[config.mk]
export PLATFORM = sky130hd
export DESIGN_NAME = spi_flash_reader_flat
export DESIGN_NICKNAME = d
export VERILOG_FILES = /design/src/rtl/spi_pkg.sv /design/src/rtl/spi_flash_reader_if.sv /design/src/rtl/spi_wb_access.sv /design/src/rtl/spi_flash_reader.sv /design/src/flat_wrapper.sv
export SDC_FILE = /design/constraint.sdc
export NUM_CORES = 1
export LEC_CHECK = 0
export CORE_ASPECT_RATIO = 0.9
export CORE_MARGIN = 2
export CORE_UTILIZATION = 53
export DETAILED_ROUTE_END_ITERATION = 7
export GPL_TIMING_DRIVEN = 0
export PLACE_DENSITY_LB_ADDON = 0.15
export SYNTH_ARGS = -nofsm -noshare
export SYNTH_HDL_FRONTEND = slang
export SYNTH_SLANG_ARGS = --single-unit
[constraint.sdc]
create_clock -name clk_i -period 5.3 [get_ports clk_i]
set_clock_uncertainty 0.2 [all_clocks]
set_input_delay 1.06 -clock clk_i [delete_from_list [all_inputs] [get_ports clk_i]]
set_output_delay 1.06 -clock clk_i [all_outputs]
set_load 0.01 [all_outputs]
[src/rtl/spi_pkg.sv]
// Shared definitions for the SPI flash reader: FSM states, spi_master register
// map, status bit positions and the flash READ opcode.
package spi_pkg;

    typedef enum logic [3:0] {
        S_IDLE,
        S_CS_ON,
        S_WAIT_TX,
        S_SEND,
        S_FLUSH,
        S_WAIT_RX,
        S_READ,
        S_EMIT,
        S_CS_OFF,
        S_DONE
    } state_t;

    // spi_master register offsets (one address bit on the slave port)
    localparam logic SPI_ADR_DATA = 1'b0;
    localparam logic SPI_ADR_CTRL = 1'b1;

    // spi_master status register bits
    localparam int ST_RXRDY  = 0;
    localparam int ST_TXBUSY = 1;

    // Serial NOR flash slow-read opcode
    localparam logic [7:0] OP_READ = 8'h03;

    // Byte lanes: ctrl writes touch selects + conf, data writes touch the tx byte
    localparam logic [3:0] SEL_CTRL = 4'b1100;
    localparam logic [3:0] SEL_DATA = 4'b0001;

    localparam logic [7:0] CS_ALL_OFF = 8'hff;

    // Ctrl register layout: {selects (active low), conf, reserved}
    function automatic logic [31:0] ctrl_word(input logic [7:0] selects, input logic [7:0] conf);
        return {selects, conf, 16'h0000};
    endfunction

endpackage

[src/rtl/spi_flash_reader_if.sv]
// Wishbone master port toward the spi_master slave (or the bus arbiter).
interface spi_flash_reader_if;

    logic        m_cyc_o;
    logic        m_stb_o;
    logic        m_we_o;
    logic        m_adr_o;
    logic [3:0]  m_sel_o;
    logic [31:0] m_dat_o;
    logic [31:0] m_dat_i;
    logic        m_ack_i;

    modport master (
        output m_cyc_o, m_stb_o, m_we_o, m_adr_o, m_sel_o, m_dat_o,
        input  m_dat_i, m_ack_i
    );

    modport slave (
        input  m_cyc_o, m_stb_o, m_we_o, m_adr_o, m_sel_o, m_dat_o,
        output m_dat_i, m_ack_i
    );

endinterface

[src/rtl/spi_wb_access.sv]
// Single-access Wishbone master. A go pulse while idle launches one registered
// cycle; the cycle holds until ack, drops the next clock, and done_o pulses
// together with the captured read data.
module spi_wb_access (
    input  logic                      clk_i,
    input  logic                      rst_n_i,
    input  logic                      go_i,
    input  logic                      we_i,
    input  logic                      adr_i,
    input  logic [3:0]                sel_i,
    input  logic [31:0]               dat_i,
    output logic [31:0]               rdata_o,
    output logic                      done_o,
    output logic                      busy_o,
    spi_flash_reader_if.master        wb
);

    logic        cyc_q;
    logic        we_q;
    logic        adr_q;
    logic [3:0]  sel_q;
    logic [31:0] dat_q;
    logic [31:0] rdata_q;
    logic        done_q;

    // Launch, hold and retire one bus access; all bus outputs idle at 0.
    always_ff @(posedge clk_i or negedge rst_n_i) begin
        if (!rst_n_i) begin
            cyc_q   <= 1'b0;
            we_q    <= 1'b0;
            adr_q   <= 1'b0;
            sel_q   <= 4'h0;
            dat_q   <= 32'h0;
            rdata_q <= 32'h0;
            done_q  <= 1'b0;
        end else begin
            // NOTE: non-blocking assignments keep every register update tied to the
            // same edge, so reads of cyc_q below see the pre-edge value.
            done_q <= 1'b0;
            if (cyc_q) begin
                if (wb.m_ack_i) begin
                    cyc_q   <= 1'b0;
                    we_q    <= 1'b0;
                    adr_q   <= 1'b0;
                    sel_q   <= 4'h0;
                    dat_q   <= 32'h0;
                    rdata_q <= wb.m_dat_i;
                    done_q  <= 1'b1;
                end
            end else if (go_i) begin
                cyc_q <= 1'b1;
                we_q  <= we_i;
                adr_q <= adr_i;
                sel_q <= sel_i;
                dat_q <= dat_i;
            end
        end
    end

    assign wb.m_cyc_o = cyc_q;
    assign wb.m_stb_o = cyc_q;
    assign wb.m_we_o  = we_q;
    assign wb.m_adr_o = adr_q;
    assign wb.m_sel_o = sel_q;
    assign wb.m_dat_o = dat_q;

    assign rdata_o = rdata_q;
    assign done_o  = done_q;
    assign busy_o  = cyc_q;

endmodule

[src/rtl/spi_flash_reader.sv]
// Streams len bytes from a serial NOR flash (READ 0x03 + 24-bit address) by
// sequencing spi_master register accesses over Wishbone. The flash
// auto-increments its address, so only the byte count is tracked here.
module spi_flash_reader
    import spi_pkg::*;
#(
    parameter int         CS_INDEX = 0,
    parameter logic [7:0] SPI_CONF = 8'h00,
    parameter int         POLL_MAX = 1023
) (
    input  logic               clk_i,
    input  logic               rst_n_i,
    input  logic               start_i,
    input  logic [23:0]        addr_i,
    input  logic [15:0]        len_i,
    output logic               busy_o,
    output logic               done_o,
    output logic               error_o,
    output logic [7:0]         data_o,
    output logic               valid_o,
    input  logic               ready_i,
    spi_flash_reader_if.master wb
);

    localparam logic [9:0] POLL_LAST = 10'(POLL_MAX - 1);
    localparam logic [7:0] CS_SELECT = ~(8'h01 << CS_INDEX);

    state_t      state_q, state_d;
    logic [23:0] addr_q, addr_d;
    logic [15:0] remaining_q, remaining_d;
    logic [1:0]  cmd_idx_q, cmd_idx_d;
    logic        data_phase_q, data_phase_d;
    logic [9:0]  poll_cnt_q, poll_cnt_d;
    logic [7:0]  data_q, data_d;
    logic        error_q, error_d;

    logic        acc_req;
    logic        acc_go;
    logic        acc_we;
    logic        acc_adr;
    logic [3:0]  acc_sel;
    logic [31:0] acc_wdat;
    logic [31:0] acc_rdata;
    logic        acc_done;
    logic        acc_busy;
    logic        rdata_unused;
    logic [7:0]  send_byte;

    spi_wb_access u_access (
        .clk_i   (clk_i),
        .rst_n_i (rst_n_i),
        .go_i    (acc_go),
        .we_i    (acc_we),
        .adr_i   (acc_adr),
        .sel_i   (acc_sel),
        .dat_i   (acc_wdat),
        .rdata_o (acc_rdata),
        .done_o  (acc_done),
        .busy_o  (acc_busy),
        .wb      (wb)
    );

    // Only the low byte and the two status bits of read data matter here.
    assign rdata_unused = ^acc_rdata[31:8];

    // Byte shifted out on SEND: opcode and address first, then dummy 0x00 per data byte.
    always_comb begin
        send_byte = 8'h00;
        if (!data_phase_q) begin
            case (cmd_idx_q)
                2'd0:    send_byte = OP_READ;
                2'd1:    send_byte = addr_q[23:16];
                2'd2:    send_byte = addr_q[15:8];
                default: send_byte = addr_q[7:0];
            endcase
        end
    end

    // Sequencer: next state, datapath updates and the bus access each state issues.
    always_comb begin
        // NOTE: every variable gets a default before the case so no path leaves
        // one unassigned, which would otherwise infer a latch.
        state_d      = state_q;
        addr_d       = addr_q;
        remaining_d  = remaining_q;
        cmd_idx_d    = cmd_idx_q;
        data_phase_d = data_phase_q;
        poll_cnt_d   = poll_cnt_q;
        data_d       = data_q;
        error_d      = error_q;
        acc_req      = 1'b0;
        acc_we       = 1'b0;
        acc_adr      = SPI_ADR_DATA;
        acc_sel      = 4'h0;
        acc_wdat     = 32'h0;

        unique case (state_q)
            S_IDLE: begin
                if (start_i) begin
                    addr_d       = addr_i;
                    remaining_d  = len_i;
                    cmd_idx_d    = 2'd0;
                    data_phase_d = 1'b0;
                    error_d      = 1'b0;
                    state_d      = (len_i == 16'd0) ? S_DONE : S_CS_ON;
                end
            end
            S_CS_ON: begin
                acc_req  = 1'b1;
                acc_we   = 1'b1;
                acc_adr  = SPI_ADR_CTRL;
                acc_sel  = SEL_CTRL;
                acc_wdat = ctrl_word(CS_SELECT, SPI_CONF);
                if (acc_done) state_d = S_WAIT_TX;
            end
            S_WAIT_TX: begin
                acc_req = 1'b1;
                acc_adr = SPI_ADR_CTRL;
                if (acc_done) begin
                    if (!acc_rdata[ST_TXBUSY]) begin
                        state_d = S_SEND;
                    end else if (poll_cnt_q == POLL_LAST) begin
                        error_d = 1'b1;
                        state_d = S_CS_OFF;
                    end else begin
                        poll_cnt_d = poll_cnt_q + 10'd1;
                    end
                end
            end
            S_SEND: begin
                acc_req  = 1'b1;
                acc_we   = 1'b1;
                acc_sel  = SEL_DATA;
                acc_wdat = {24'h0, send_byte};
                if (acc_done) begin
                    if (data_phase_q) begin
                        state_d = S_WAIT_RX;
                    end else if (cmd_idx_q == 2'd3) begin
                        data_phase_d = 1'b1;
                        state_d      = S_FLUSH;
                    end else begin
                        cmd_idx_d = cmd_idx_q + 2'd1;
                        state_d   = S_WAIT_TX;
                    end
                end
            end
            S_FLUSH: begin
                // Discarding read clears the rx_unread flag left by the command bytes.
                acc_req = 1'b1;
                if (acc_done) state_d = S_WAIT_TX;
            end
            S_WAIT_RX: begin
                acc_req = 1'b1;
                acc_adr = SPI_ADR_CTRL;
                if (acc_done) begin
                    if (!acc_rdata[ST_TXBUSY] && acc_rdata[ST_RXRDY]) begin
                        state_d = S_READ;
                    end else if (poll_cnt_q == POLL_LAST) begin
                        error_d = 1'b1;
                        state_d = S_CS_OFF;
                    end else begin
                        poll_cnt_d = poll_cnt_q + 10'd1;
                    end
                end
            end
            S_READ: begin
                acc_req = 1'b1;
                if (acc_done) begin
                    data_d  = acc_rdata[7:0];
                    state_d = S_EMIT;
                end
            end
            S_EMIT: begin
                if (ready_i) begin
                    remaining_d = remaining_q - 16'd1;
                    state_d     = (remaining_q == 16'd1) ? S_CS_OFF : S_WAIT_TX;
                end
            end
            S_CS_OFF: begin
                acc_req  = 1'b1;
                acc_we   = 1'b1;
                acc_adr  = SPI_ADR_CTRL;
                acc_sel  = SEL_CTRL;
                acc_wdat = ctrl_word(CS_ALL_OFF, SPI_CONF);
                if (acc_done) state_d = S_DONE;
            end
            S_DONE: begin
                state_d = S_IDLE;
            end
            default: begin
                state_d = S_IDLE;
            end
        endcase

        // Polling restarts from zero whenever a wait state is entered.
        if (state_d != state_q) poll_cnt_d = 10'd0;
    end

    // A new access may only launch once the previous one has fully retired.
    assign acc_go = acc_req && !acc_busy && !acc_done;

    // State and datapath registers.
    always_ff @(posedge clk_i or negedge rst_n_i) begin
        if (!rst_n_i) begin
            state_q      <= S_IDLE;
            addr_q       <= 24'h0;
            remaining_q  <= 16'h0;
            cmd_idx_q    <= 2'd0;
            data_phase_q <= 1'b0;
            poll_cnt_q   <= 10'd0;
            data_q       <= 8'h00;
            error_q      <= 1'b0;
        end else begin
            state_q      <= state_d;
            addr_q       <= addr_d;
            remaining_q  <= remaining_d;
            cmd_idx_q    <= cmd_idx_d;
            data_phase_q <= data_phase_d;
            poll_cnt_q   <= poll_cnt_d;
            data_q       <= data_d;
            error_q      <= error_d;
        end
    end

    assign busy_o  = (state_q != S_IDLE);
    assign done_o  = (state_q == S_DONE);
    assign valid_o = (state_q == S_EMIT);
    assign data_o  = data_q;
    assign error_o = error_q;

endmodule

[src/flat_wrapper.sv]
// flat-port wrapper written by rule: the top's interface ports become plain ports
module spi_flash_reader_flat import spi_pkg::*;
#(
    parameter int         CS_INDEX = 0,
    parameter logic [7:0] SPI_CONF = 8'h00,
    parameter int         POLL_MAX = 1023
)
  (clk_i, rst_n_i, start_i, addr_i, len_i, busy_o, done_o, error_o, data_o, valid_o, ready_i, wb_m_cyc_o, wb_m_stb_o, wb_m_we_o, wb_m_adr_o, wb_m_sel_o, wb_m_dat_o, wb_m_dat_i, wb_m_ack_i);
  spi_flash_reader_if wb_i ();
  input  logic clk_i;
  input  logic rst_n_i;
  input  logic start_i;
  input  logic [23:0] addr_i;
  input  logic [15:0] len_i;
  output logic busy_o;
  output logic done_o;
  output logic error_o;
  output logic [7:0] data_o;
  output logic valid_o;
  input  logic ready_i;
  output wire logic [$bits(wb_i.m_cyc_o)-1:0] wb_m_cyc_o;
  output wire logic [$bits(wb_i.m_stb_o)-1:0] wb_m_stb_o;
  output wire logic [$bits(wb_i.m_we_o)-1:0] wb_m_we_o;
  output wire logic [$bits(wb_i.m_adr_o)-1:0] wb_m_adr_o;
  output wire logic [$bits(wb_i.m_sel_o)-1:0] wb_m_sel_o;
  output wire logic [$bits(wb_i.m_dat_o)-1:0] wb_m_dat_o;
  input wire logic [$bits(wb_i.m_dat_i)-1:0] wb_m_dat_i;
  input wire logic [$bits(wb_i.m_ack_i)-1:0] wb_m_ack_i;
  assign wb_m_cyc_o = wb_i.m_cyc_o;
  assign wb_m_stb_o = wb_i.m_stb_o;
  assign wb_m_we_o = wb_i.m_we_o;
  assign wb_m_adr_o = wb_i.m_adr_o;
  assign wb_m_sel_o = wb_i.m_sel_o;
  assign wb_m_dat_o = wb_i.m_dat_o;
  assign wb_i.m_dat_i = wb_m_dat_i;
  assign wb_i.m_ack_i = wb_m_ack_i;
  spi_flash_reader #(.CS_INDEX(CS_INDEX), .SPI_CONF(SPI_CONF), .POLL_MAX(POLL_MAX)) u_core (.clk_i(clk_i), .rst_n_i(rst_n_i), .start_i(start_i), .addr_i(addr_i), .len_i(len_i), .busy_o(busy_o), .done_o(done_o), .error_o(error_o), .data_o(data_o), .valid_o(valid_o), .ready_i(ready_i), .wb(wb_i));
endmodule
# Word-level counts from Yosys, hierarchy flattened
# Cells that the tools add are included.
classes:
  n_reduce_logical: 29
  eq_ne: 29
  add_sub_neg: 3
  mux: 65
ops:
  columns: ["operator", "count"]
  rows:
  - ["$mux W32", 3]
  - ["$pmux W32 S3", 1]
  - ["$mux W4", 17]
  - ["$mux W10", 6]
  - ["$mux W16", 2]
  - ["$pmux W16 S2", 1]
  - ["$pmux W4 S8", 1]
  - ["$pmux W8 S3", 1]
  - ["$mux W1", 22]
  - ["$pmux W10 S2", 1]
  - ["$ne A2 B2 Y1 const B", 9]
  - ["$eq A16 B1 Y1 const B", 1]
  - ["$eq A4 B3 Y1 const B", 4]
  - ["$logic_not A16 Y1", 1]
  - ["$sub A16 B1 Y16 const B", 1]
  - ["$add A10 B1 Y10 const B", 1]
  - ["$eq A10 B10 Y1 const B", 1]
  - ["$reduce_and A5 Y1", 2]
  - ["$ne A3 B2 Y1 const B", 3]
  - ["$eq A4 B2 Y1 const B", 2]
  - ["$eq A4 B4 Y1 const B", 2]
  - ["$mux W2", 4]
  - ["$mux W8", 1]
  - ["$pmux W4 S2", 1]
  - ["25 further kinds", 38]
totals:
  elab_cells: 141
  input_bits: 77
  output_inout_bits: 52
  register_bits: 114

# Depth between registers and ports, before layout
logic_depth:
  depth_word: 8
  mapped_depth: 8
  mapped_depth_nobuf: 7

# Modules after synthesis
# A second synthesis with hierarchy kept.
hier_totals:
  cells_unflattened: 609
  hier_area_um2: 7058.0
by_module_without_submodules:
  columns: ["mod", "cells_each", "area_per_inst_um2", "n_inst", "seq_area_each_um2"]
  rows:
  - ["spi_flash_reader", 405, 3870.0, 1, 1651.6]
  - ["spi_wb_access", 204, 3188.1, 1, 1801.7]

# Worst setup path after synthesis
# No wires, ideal clock.
synth_timing:
  kind: "reg-to-output"
  start: "register u_core.state_q[2]"
  end: "output valid_o"
  slack_ps: 2857
  required_ps: 4040
  stages_incl_launch_ff: 5
  arrival_time_ps: 1183
  path_cell_list: "dfrtp_1 buf_4 nand4b_2 inv_1 buf_1"
synth_via:
  elab_chain_cells: 1
synth_rtl:
  columns: ["element", "line_no", "text"]
  rows:
  - ["start, declared", "spi_flash_reader.sv:28", "state_t state_q, state_d;"]
  - ["start signal, assigned", "spi_flash_reader.sv:214", "state_q <= state_d;"]
  - ["$eq A4 B3 Y1", "spi_flash_reader.sv:227", "assign valid_o = (state_q == S_EMIT);"]
  - ["end, declared", "flat_wrapper.sv:19", "output logic valid_o;"]
# No other way between the ends.

# Final worst setup path
# Ends and elaborated chain as after synthesis.

==> flow_summary.ini <==
[drt]
firstDrtPassIters = 7
drc = 0
first_iter_violations = 266
avgViaCountPerCell = 5.74
wire_per_inst_um = 16.3
routed-via-count = 4150
ant_nets = 0
drt-total-wl_um = 11800

[sta]
finalHoldViolCount = 0
worst_pin_slew_ps = 707
period_share_pct = 71.2
setup_viol = 0
max_slew_margin_pct = 52.5
slew_violations = 0
fmax_ghz = 0.265
grt_setup_unrepaired = false
fin_crit_ps = 3770
whs_ps = 292

[yosys]
synth_seq_cells = 89
synthXorXnorAreaFrac_pct = 1.75
synth_edf_count = 0
ys.flop_type = dfrtp_1
async_reset_ff_share_pct = 100
yosysUniqueCellTypes = 70
synth_compound_area_share_pct = 17.2
synth_warnings = 0
synth_top_area_share_pct = 44.6
yosys.area_share.simple_pct = 17.2
synth_mux_area_share_pct = 9.02
synthAdderAreaFrac_pct = 2.01
synth_top_family_by_area = simple AND/OR/NAND/NOR gates
synthTopCellsByArea = dfrtp_1 45%, mux2_2 9.0%, buf_4 4.7%
synth_top_cell_by_area = dfrtp_1
syn_area_per_cell_um2 = 10.4
ys_seq_area_share_pct = 44.6
syn_inst = 482
syn_area_mm2 = 0.00499

[worst_setup_path]
max_stage_delay_ps = 630
endpoint_kind = output port
critical_path.cell_chain = buf_4 -> nand4b_2 -> inv_1 -> buf_1 -> clkdlybuf4s50_1
worstSetupPathType = flop to output port
arrival_ps = 2510
cp_max_fo = 10
required_ps = 4040
r2r_cells = 6
cp-start-kind = flop
critPathSlowestCell = clkdlybuf4s50_1

[place]
hpwlAfterDp_um = 8690
portBuffers = 87
dpl-instance-area_mm2 = 0.00609
finalWeightedCongestion = 0.908

[clock_tree]
cts_buffers = 9
root_buffer = clkbuf_8
cts_sinks = 89
clkTransAtPathRegs_ps = 90
post-cts-setup-buffers = 0
clock_latency_ps = 360
post_cts_resized = 0
clk_path_buf_depth = 2
cts_tree = yes
htree_levels = 3
holdBufCountCts = 0

[cells_and_area]
area_delta_synth_final_pct = 26.0
nNetsFinal = 682
final_common_cell = dfrtp_1
antenna_cells = 0
multi_input_area_mm2 = 0.00242
regArea_mm2 = 0.00223
fin_area_mm2 = 0.00629
drive_gt1_share_pct = 20.3
fillers = 749
final_cell_mix = 89 x dfrtp_1, 86 x clkdlybuf4s50_1, 40 x mux2_2, 36 x o21ai_0, 32 x buf_4

[die]
core_mm2 = 0.00913
rows = 33
fp.dieW_um = 106
design.die.area_mm2 = 0.0102
die_h_um = 96.1
pin_count = 129
initial_core_util_pct = 54.7

[pwr]
vdd_drop_max_mv = 0.241
power_mw = 2.70
leakage_nw = 2.72
powerDensity_mw_per_mm2 = 429

[grt]
grt_pass1_vias = 3996
antenna_found_initial = 0
grt_pass1_wl_um = 19200
gr-total-overflow = 0
grtUsageTotal_pct = 24.0
grt_max_degree = 49

[hold_path]
worstHoldPathCells = 2
hold_class = flop to flop

[run_status]
status = complete, no violations

[job]
drv_cap = 0
[cell families (layout without fill, tap and decap cells)]
kind of cell	after synthesis	in the layout
XOR/XNOR	10	10
AO/OA/AOI/OAI	121	121
adder cells (fa/ha/maj)	8	8
AND/OR/NAND/NOR	144	144
flip-flops	89	89
buffers and inverters	69	172
other	1	17
multiplexers	40	40
[cell usage after synthesis, drive strengths merged (9+ instances only)]
cell type and n:
a21oi 25, a22o 12, a22oi 9, buf 44
dfrtp 89, inv 16, mux2 40, nand2 30
nand3 13, nand4 10, nor2 25, nor3 26
nor4 10, o21ai 38
[worst max-delay path: cells and delay by family (launching register included)]
| family | cells | cell delay, ps |
|---|---|---|
| and+or+nand+nor | 1 | 260 |
| DFF | 1 | 440 |
| buffers and inverters | 4 | 1450 |
[metrics by stage]
step | instances | setup TNS (ps) | setup slack, ps | utilization [%]
2_1_floorplan | 498 | 0 | 2860 | -
3_3_place_gp | 707 | -23310 | -268 | 66.6
3_5_place_dp | 708 | 0 | 1970 | 66.8
4_1_cts | 723 | 0 | 1570 | 68.9
5_1_grt | 723 | 0 | 1430 | 68.9
6_report | 723 | 0 | 1530 | 68.9
[path summary, 6_finish.rpt]
check	endpoint	slack, ps	start
hold reg to reg	u_core.u_access.wb.m_adr_o$_DFFE_PN0P_	290	u_core.u_access.wb.m_adr_o$_DFFE_PN0P_
hold / removal	u_core.u_access.wb.m_adr_o$_DFFE_PN0P_	290	u_core.u_access.wb.m_adr_o$_DFFE_PN0P_
setup / recovery	valid_o	1530	u_core.state_q[2]$_DFF_PN0_
setup reg to reg	u_core.poll_cnt_q[5]$_DFFE_PN0P_	2870	u_core.state_q[2]$_DFF_PN0_
min in group asynchronous	u_core.poll_cnt_q[4]$_DFFE_PN0P_	520	rst_n_i
max in group asynchronous	u_core.addr_q[3]$_DFFE_PN0P_	3750	rst_n_i
[state kept, by name (all words and copies together), names as in the netlist, 2 cells and up]
name                        flops
u_core.addr_q                  24
u_core.cmd_idx_q                2
u_core.remaining_q             16
u_core.data_o                   8
u_core.state_q                  4
u_core.u_access.wb.m_sel_o      2
u_core.u_access.wb.m_dat_o      9
u_core.poll_cnt_q              10
u_core.u_access.rdata_o         8
[metal layers]
| layer | GRT usage, % | wire length, um | vias to the layer above |
|---|---|---|---|
| li1 | - | - | 1954 |
| met3 | 5.96 | 806 | 14 |
| met2 | 40.4 | 5810 | 157 |
| met1 | 30.9 | 5030 | 2025 |
| met4 | 7.02 | 146 | 0 |
| met5 | 0 | 0 | - |
[where the power goes]
| group | internal [mW] | total (mW) | switching (mW) |
|---|---|---|---|
| logic | 0.558 | 1.11 | 0.553 |
| clock network | 0.233 | 0.480 | 0.248 |
| registers | 0.911 | 1.11 | 0.197 |
[area by class of cell]
cell class | instances | area share [%]
multi-input cells | 340 | 38.4
flip-flops and latches | 89 | 35.4
repair buffers | 88 | 14.1
plain buffers | 52 | 5.45
well taps | 122 | 2.43
clock buffers | 10 | 2.19
inverters | 17 | 1.01
clock inverters | 5 | 0.975
Power figures use the tool's default switching activity.
